==> config.mk <==
export PLATFORM = sky130hd
export DESIGN_NAME = lpd_multi_engine_ctrl
export DESIGN_NICKNAME = d
export VERILOG_FILES = /design/src/rtl/lpd_ctrl_pkg.sv /design/src/rtl/lpd_multi_engine_ctrl_watchdog.sv /design/src/rtl/lpd_multi_engine_ctrl.sv
export SDC_FILE = /design/constraint.sdc
export NUM_CORES = 1
export LEC_CHECK = 0
export BUFFER_PORTS_ARGS = -buffer_cell sky130_fd_sc_hd__clkbuf_2
export CAP_MARGIN = 0
export CELL_PAD_IN_SITES_DETAIL_PLACEMENT = 0
export CELL_PAD_IN_SITES_GLOBAL_PLACEMENT = 2
export CORE_MARGIN = 5
export CORE_UTILIZATION = 34
export DETAILED_ROUTE_END_ITERATION = 7
export HOLD_SLACK_MARGIN = 0.03
export PLACE_DENSITY_LB_ADDON = 0.12
export SLEW_MARGIN = 20
export SYNTH_ARGS = -nofsm -noshare
export SYNTH_HDL_FRONTEND = slang
export SYNTH_HIERARCHICAL = 1
export SYNTH_SLANG_ARGS = --single-unit
export TNS_END_PERCENT = 50
==> constraint.sdc <==
create_clock -name clk -period 6.7 [get_ports clk]
set_input_delay 0.335 -clock clk [delete_from_list [all_inputs] [get_ports clk]]
set_output_delay 0.335 -clock clk [all_outputs]
set_load 0.01 [all_outputs]
==> src/rtl/lpd_ctrl_pkg.sv <==
// rtl/lpd_ctrl_pkg.sv - shared types and encodings for the multi-engine LPD controller
package lpd_ctrl_pkg;

    typedef enum logic [1:0] {
        ST_IDLE        = 2'd0,
        ST_LOAD_WAIT   = 2'd1,
        ST_ENG_WAIT    = 2'd2,
        ST_UNLOAD_WAIT = 2'd3
    } ctrl_state_t;

    localparam logic [1:0] ERR_NONE   = 2'd0;
    localparam logic [1:0] ERR_LOAD   = 2'd1;
    localparam logic [1:0] ERR_ENG    = 2'd2;
    localparam logic [1:0] ERR_UNLOAD = 2'd3;

    localparam int BRAM_SEL_LMULM = 0;

    // Region arithmetic carries this many guard bits above the BRAM address width.
    localparam int ADDR_GUARD  = 4;
    localparam int ADDR_NB_DEF = 14;
    typedef logic [ADDR_NB_DEF+ADDR_GUARD-1:0] addr_calc_t;

    function automatic logic [1:0] err_code(input ctrl_state_t s);
        case (s)
            ST_LOAD_WAIT:   return ERR_LOAD;
            ST_ENG_WAIT:    return ERR_ENG;
            ST_UNLOAD_WAIT: return ERR_UNLOAD;
            default:        return ERR_NONE;
        endcase
    endfunction

endpackage

==> src/rtl/lpd_multi_engine_ctrl_watchdog.sv <==
// rtl/lpd_multi_engine_ctrl_watchdog.sv - per-wait-state timeout counter; TIMEOUT_CYC=0 disables it
module lpd_watchdog #(
    parameter int TIMEOUT_CYC = 2**20
) (
    input  logic clk,
    input  logic reset,
    input  logic clr,
    input  logic en,
    output logic expire
);

    if (TIMEOUT_CYC == 0) begin : g_off
        logic unused_in;
        assign unused_in = ^{clk, reset, clr, en};
        assign expire    = 1'b0;
    end else begin : g_on
        localparam int CW = (TIMEOUT_CYC > 1) ? $clog2(TIMEOUT_CYC) : 1;
        localparam logic [CW-1:0] LIMIT = CW'(TIMEOUT_CYC - 1);
        logic [CW-1:0] count;

        // Saturate so a held wait never wraps back below the limit.
        always_ff @(posedge clk) begin
            if (reset || clr) begin
                count <= '0;
            end else if (en && count != LIMIT) begin
                count <= count + 1'b1;
            end
        end

        assign expire = en && (count == LIMIT);
    end

endmodule

==> src/rtl/lpd_multi_engine_ctrl.sv <==
// rtl/lpd_multi_engine_ctrl.sv - sequences PN load, NUM_ENG engines and optional result unloads
module lpd_multi_engine_ctrl
    import lpd_ctrl_pkg::*;
#(
    parameter int ADDR_NB      = 14,
    parameter int NUM_ENG      = 2,
    parameter int LOAD_BASE    = 0,
    parameter int LOAD_WORDS   = 8192,
    parameter int UNLOAD_BASE  = 8192,
    parameter int UNLOAD_WORDS = 2048,
    parameter int TIMEOUT_CYC  = 2**20,
    localparam int SW = $clog2(NUM_ENG + 1),
    localparam int EW = (NUM_ENG > 1) ? $clog2(NUM_ENG) : 1
) (
    input  logic               clk,
    input  logic               reset,
    input  logic               start,
    input  logic               unload_en,
    input  logic               abort,
    output logic               ready,
    output logic               err,
    output logic [1:0]         err_state,
    input  logic               LM_ULM_ready,
    output logic               LM_ULM_start,
    output logic [ADDR_NB-1:0] LM_ULM_base_address,
    output logic [ADDR_NB-1:0] LM_ULM_upper_limit,
    output logic               LM_ULM_load_unload,
    input  logic [NUM_ENG-1:0] Eng_ready,
    output logic [NUM_ENG-1:0] Eng_start,
    output logic [SW-1:0]      BRAM_select,
    output logic [EW-1:0]      eng_idx
);

    localparam int CW = ADDR_NB + ADDR_GUARD;
    localparam logic [CW-1:0]      LOAD_LIMIT = CW'(LOAD_BASE + LOAD_WORDS - 1);
    localparam logic [NUM_ENG-1:0] ENG0       = NUM_ENG'(1);
    localparam logic [SW-1:0]      SEL_LM     = SW'(BRAM_SEL_LMULM);

    if (NUM_ENG < 1 || NUM_ENG > 8) begin : g_bad_num_eng
        $error("lpd_multi_engine_ctrl: NUM_ENG must be 1..8");
    end
    if (UNLOAD_BASE + NUM_ENG * UNLOAD_WORDS > 2**ADDR_NB ||
        LOAD_BASE + LOAD_WORDS > 2**ADDR_NB) begin : g_bad_map
        $error("lpd_multi_engine_ctrl: BRAM regions exceed address space");
    end

    ctrl_state_t   state;
    logic          first_cyc;
    logic          unl_en_q;
    logic          expire;
    logic [CW-1:0] unl_base;
    logic [CW-1:0] unl_limit;

    assign unl_base  = CW'(UNLOAD_BASE) + CW'(eng_idx) * CW'(UNLOAD_WORDS);
    assign unl_limit = unl_base + CW'(UNLOAD_WORDS - 1);

    // first_cyc masks the LoadUnloadMem ready level still left over from the previous transfer.
    logic load_done, eng_done, unl_done, advance, last_eng;
    assign load_done = (state == ST_LOAD_WAIT)   && !first_cyc && LM_ULM_ready;
    assign eng_done  = (state == ST_ENG_WAIT)    && Eng_ready[eng_idx];
    assign unl_done  = (state == ST_UNLOAD_WAIT) && !first_cyc && LM_ULM_ready;
    assign advance   = (eng_done && !unl_en_q) || unl_done;
    assign last_eng  = (eng_idx == EW'(NUM_ENG - 1));

    lpd_watchdog #(.TIMEOUT_CYC(TIMEOUT_CYC)) u_watchdog (
        .clk    (clk),
        .reset  (reset),
        .clr    ((state == ST_IDLE) || load_done || eng_done || unl_done),
        .en     (state != ST_IDLE),
        .expire (expire)
    );

    always_ff @(posedge clk) begin
        if (reset) begin
            state               <= ST_IDLE;
            ready               <= 1'b1;
            err                 <= 1'b0;
            err_state           <= ERR_NONE;
            LM_ULM_start        <= 1'b0;
            LM_ULM_base_address <= '0;
            LM_ULM_upper_limit  <= '0;
            LM_ULM_load_unload  <= 1'b0;
            Eng_start           <= '0;
            BRAM_select         <= SEL_LM;
            eng_idx             <= '0;
            first_cyc           <= 1'b0;
            unl_en_q            <= 1'b0;
        end else begin
            LM_ULM_start <= 1'b0;
            Eng_start    <= '0;
            first_cyc    <= 1'b0;
            if (abort) begin
                state              <= ST_IDLE;
                ready              <= 1'b1;
                BRAM_select        <= SEL_LM;
                LM_ULM_load_unload <= 1'b0;
            end else if (load_done) begin
                state       <= ST_ENG_WAIT;
                Eng_start   <= ENG0;
                BRAM_select <= SW'(1);
                eng_idx     <= '0;
            end else if (eng_done && unl_en_q) begin
                state               <= ST_UNLOAD_WAIT;
                BRAM_select         <= SEL_LM;
                LM_ULM_start        <= 1'b1;
                LM_ULM_base_address <= ADDR_NB'(unl_base);
                LM_ULM_upper_limit  <= ADDR_NB'(unl_limit);
                LM_ULM_load_unload  <= 1'b1;
                first_cyc           <= 1'b1;
            end else if (advance) begin
                if (last_eng) begin
                    state              <= ST_IDLE;
                    ready              <= 1'b1;
                    BRAM_select        <= SEL_LM;
                    LM_ULM_load_unload <= 1'b0;
                end else begin
                    state       <= ST_ENG_WAIT;
                    eng_idx     <= eng_idx + 1'b1;
                    Eng_start   <= ENG0 << (eng_idx + 1'b1);
                    BRAM_select <= SW'(eng_idx) + SW'(2);
                end
            end else if (expire) begin
                state              <= ST_IDLE;
                ready              <= 1'b1;
                err                <= 1'b1;
                err_state          <= err_code(state);
                BRAM_select        <= SEL_LM;
                LM_ULM_load_unload <= 1'b0;
            end else if (ready && start) begin
                state               <= ST_LOAD_WAIT;
                ready               <= 1'b0;
                err                 <= 1'b0;
                err_state           <= ERR_NONE;
                unl_en_q            <= unload_en;
                LM_ULM_start        <= 1'b1;
                LM_ULM_base_address <= ADDR_NB'(LOAD_BASE);
                LM_ULM_upper_limit  <= ADDR_NB'(LOAD_LIMIT);
                LM_ULM_load_unload  <= 1'b0;
                BRAM_select         <= SEL_LM;
                first_cyc           <= 1'b1;
            end
        end
    end

endmodule

==> run_results.csv <==
group,metric,value,unit
critical_path,cp.arrival,2.66,ns
drt,wl_met2,2330,um
sta,finalHoldViolations,0,
critical_path,cp_slowest_cell,"dfxtp_1",
clocking,clk_latency,0.29,ns
critical_path,crit_top_cell,"and4_1",
critical_path,worstPathRequired,6.89,ns
layout,final_net_count,272,
min_path,hold_class,"in -> reg",
critical_path,path_delay_family,"simple AND/OR/NAND/NOR gates",
drt,dr.pass1.iters,4,
logic_synthesis,synth.area.top_cells,"dfxtp_1 (37%), buf_4 (8.2%), nor2_1 (5.6%), xor2_1 (3.3%), nand4_1 (3.3%)",
sta,worst_hold_slack,0.279,ns
logic_synthesis,synthTopCellsByCount,"dfxtp_1 (39), nor2_1 (31), buf_4 (23)",
global_route,antenna_found_initial,0,
critical_path,worstSetupEndpointType,"flop",
logic_synthesis,syn_inst,241,
logic_synthesis,synthFlopType,"dfxtp_1",
drt,avgRoutedWirePerCell,14.2,um
logic_synthesis,synthArstFlopShare,0,%
floorplanning,coreArea,5960,um^2
logic_synthesis,avgSynthCellArea,8.70,um^2
drt,final_antenna_net_count,0,
clocking,cts_max_level,2,
critical_path,worstRegToRegCells,8,
critical_path,worst-setup-path-type,"reg -> reg",
status,status,"completed",
layout,drive_above_1_share,21.2,%
floorplanning,die_x,88.5,um
critical_path,startpoint_type,"flop",
floorplanning,die_area,7830,um^2
clocking,postCtsResizedCells,0,
clocking,path_clk_slew,0.08,ns
critical_path,critPathBufInv,0,
global_route,grt_pass1_vias,1687,
clocking,cts_tree,"yes",
floorplanning,row_count,28,
power_and_ir_drop,power_density,199,nW/um^2
clocking,cts_sinks,39,
drt,vias,1735,
placed_design,gp_congestion,0.778,
floorplanning,top_level_ports,47,
power_and_ir_drop,max-vdd-ir-drop,89.0,uV
critical_path,r2r_slack,4.23,ns
critical_path,crit_path_max_incr_delay,0.43,ns
clocking,post_cts_buffers,0,
sta,worst_slack,4.23,ns
global_route,grt_pass1_wl,8010,um
min_path,whs_endpoint,"unl_en_q",
logic_synthesis,seq_area_frac_synth,37.3,%
sta,fin_skew,0.00570,ns
drt,drt-total-wl,4810,um
placed_design,hpwl,3630,um
sta,fmax,0.404,GHz
sta,worst_pin_slew,0.623,ns
critical_path,path_cells,"or2_2, and4_1, nand3_1, nor2_1, a21oi_1, o21ai_2, a211o_1, and4_1",
sta,fin_setup_tns,0,ns
min_path,whs_path_depth,3,
sta,final_max_slew_viol_count,0,
sta,fin_crit,2.47,ns
floorplanning,initial_core_util,35.2,%
drt,route.met3.wl,173,um
global_route,overflow,0,
drt,drt_iter0_drc,40,
clocking,cts_buffers,5,
logic_synthesis,synth_edf_count,0,
logic_synthesis,yosys_warnings,6,
layout,diodes,0,
clocking,hold_buffers,0,
power_and_ir_drop,p_leak,0.000839,uW
global_route,grt_usage,13.1,%
floorplanning,fp.dieH,88.5,um
critical_path,rr_endpoint,"BRAM_select[1]",
clocking,root_buffer,"clkbuf_8",
sta,rsz0062_at_grt,"false",
drt,drt-met1-wl,2220,um
sta,finalSetupViolations,0,
logic_synthesis,yosysTopAreaCell,"dfxtp_1",
layout,final_util,38.4,%
logic_synthesis,ys_ff_latch,39,
global_route,grt_max_degree,19,
logic_synthesis,synth_cell_types,54,
run,cap_violations,0,
placed_design,port_buffers,34,
logic_synthesis,synth.most_common_cell,"dfxtp_1",
logic_synthesis,synthesis.area,2100,um^2
critical_path,r2r_start,"state[1]",
drt,drc,0,
min_path,min_from,"unload_en",
drt,vias_per_cell,5.12,
placed_design,dpl_worst_slack,4.23,ns
layout,syn_to_final_growth,9.01,%
sta,finalCritPeriodShare,36.9,%
sta,max-slew-margin-rel,57.9,%
clocking,clockBufferDepth,2,
logic_synthesis,synth_top_area_share,37.3,%
critical_path,critPathMaxFanout,12,
drt,dr.max_layer_used,"met4",
==> flip-flops by register name (all words and copies together), names as in the netlist <==
name	flops
eng_idx	1
LM_ULM_load_unload	1
ready	1
err	1
u_watchdog/g_on.count	20
unl_en_q	1
Eng_start	2
state	2
err_state	2
BRAM_select	2
first_cyc	1
LM_ULM_upper_limit	3
LM_ULM_base_address	2
==> worst min-delay path, delay by kind of cell <==
family | cells | cell delay [ns]
buffers and inverters | 1 | 0.08
AND/OR/NAND/NOR | 1 | 0.07
multiplexers | 1 | 0.06
==> how the worst max path moves through the flow <==
stage,to,depth (start not counted),startpoint,slack [ns]
floorplan,BRAM_select[1],9,state[1],4.47
global placement,BRAM_select[1],8,state[1],4.28
detailed placement,BRAM_select[1],8,state[1],4.23
CTS,BRAM_select[1],8,state[1],4.21
global route,err_state[0],8,state[1],4.01
finish,BRAM_select[1],8,state[1],4.23
==> logic make-up (layout without fill, tap and decap cells) <==
kind of cell / Yosys count / count (layout) / share of synthesized area, %
XOR/XNOR: 10 / 10 / 4.18
buffers and inverters: 39 / 51 / 11.9
multiplexers: 3 / 3 / 1.85
adder cells (fa/ha/maj): 1 / 1 / 0.597
other: 1 / 12 / 0.179
flip-flops: 39 / 39 / 37.3
AO/OA/AOI/OAI: 58 / 58 / 20.9
AND/OR/NAND/NOR: 90 / 90 / 23.1
==> per-layer routing <==
metal | GRT usage, % | vias up
met2 | 22.0 | 32
met4 | 5.36 | 0
met5 | 0 | -
met1 | 16.1 | 813
met3 | 3.17 | 9
li1 | - | 881
==> power by group <==
| part | total, uW | leakage (uW) | switching, uW | internal [uW] |
|---|---|---|---|---|
| Clock | 174 | 0.0000515 | 79.9 | 94.0 |
| Sequential | 239 | 0.000315 | 4.51 | 235 |
| Combinational | 42.1 | 0.000472 | 26.8 | 15.3 |
| Total | 455 | 0.000839 | 111 | 344 |
==> final cells by class <==
class | instances | area [um^2]
multi-input combinational | 174 | 1110
inverter | 9 | 33.8
timing repair buffer | 34 | 170
sequential | 39 | 781
fill | 639 | 3670
clock buffer | 8 | 100
tap | 75 | 93.8
==> through the flow <==
stage	std cells	power, uW	cell area [um^2]
finish	339	455	2280
detailed placement	331	287	2180
CTS	339	463	2280
floorplan	252	283	2140
global route	339	476	2280
global placement	331	288	2180
==> cell usage in the layout (no fill, tap or decap), drive strengths merged, types with 2 or more instances in the layout <==
master,n
a211o,3
a21oi,14
a221oi,2
a32o,3
and3,3
and3b,2
and4,7
clkbuf,42
conb,12
dfxtp,39
inv,9
mux2i,2
nand2,9
nand2b,3
nand3,6
nand4,11
nor2,31
nor3,3
o2111a,2
o2111ai,2
o211ai,4
o21ai,17
or2,3
or3,7
xnor2,2
xor2,8
(Power assumes the default switching activity.)
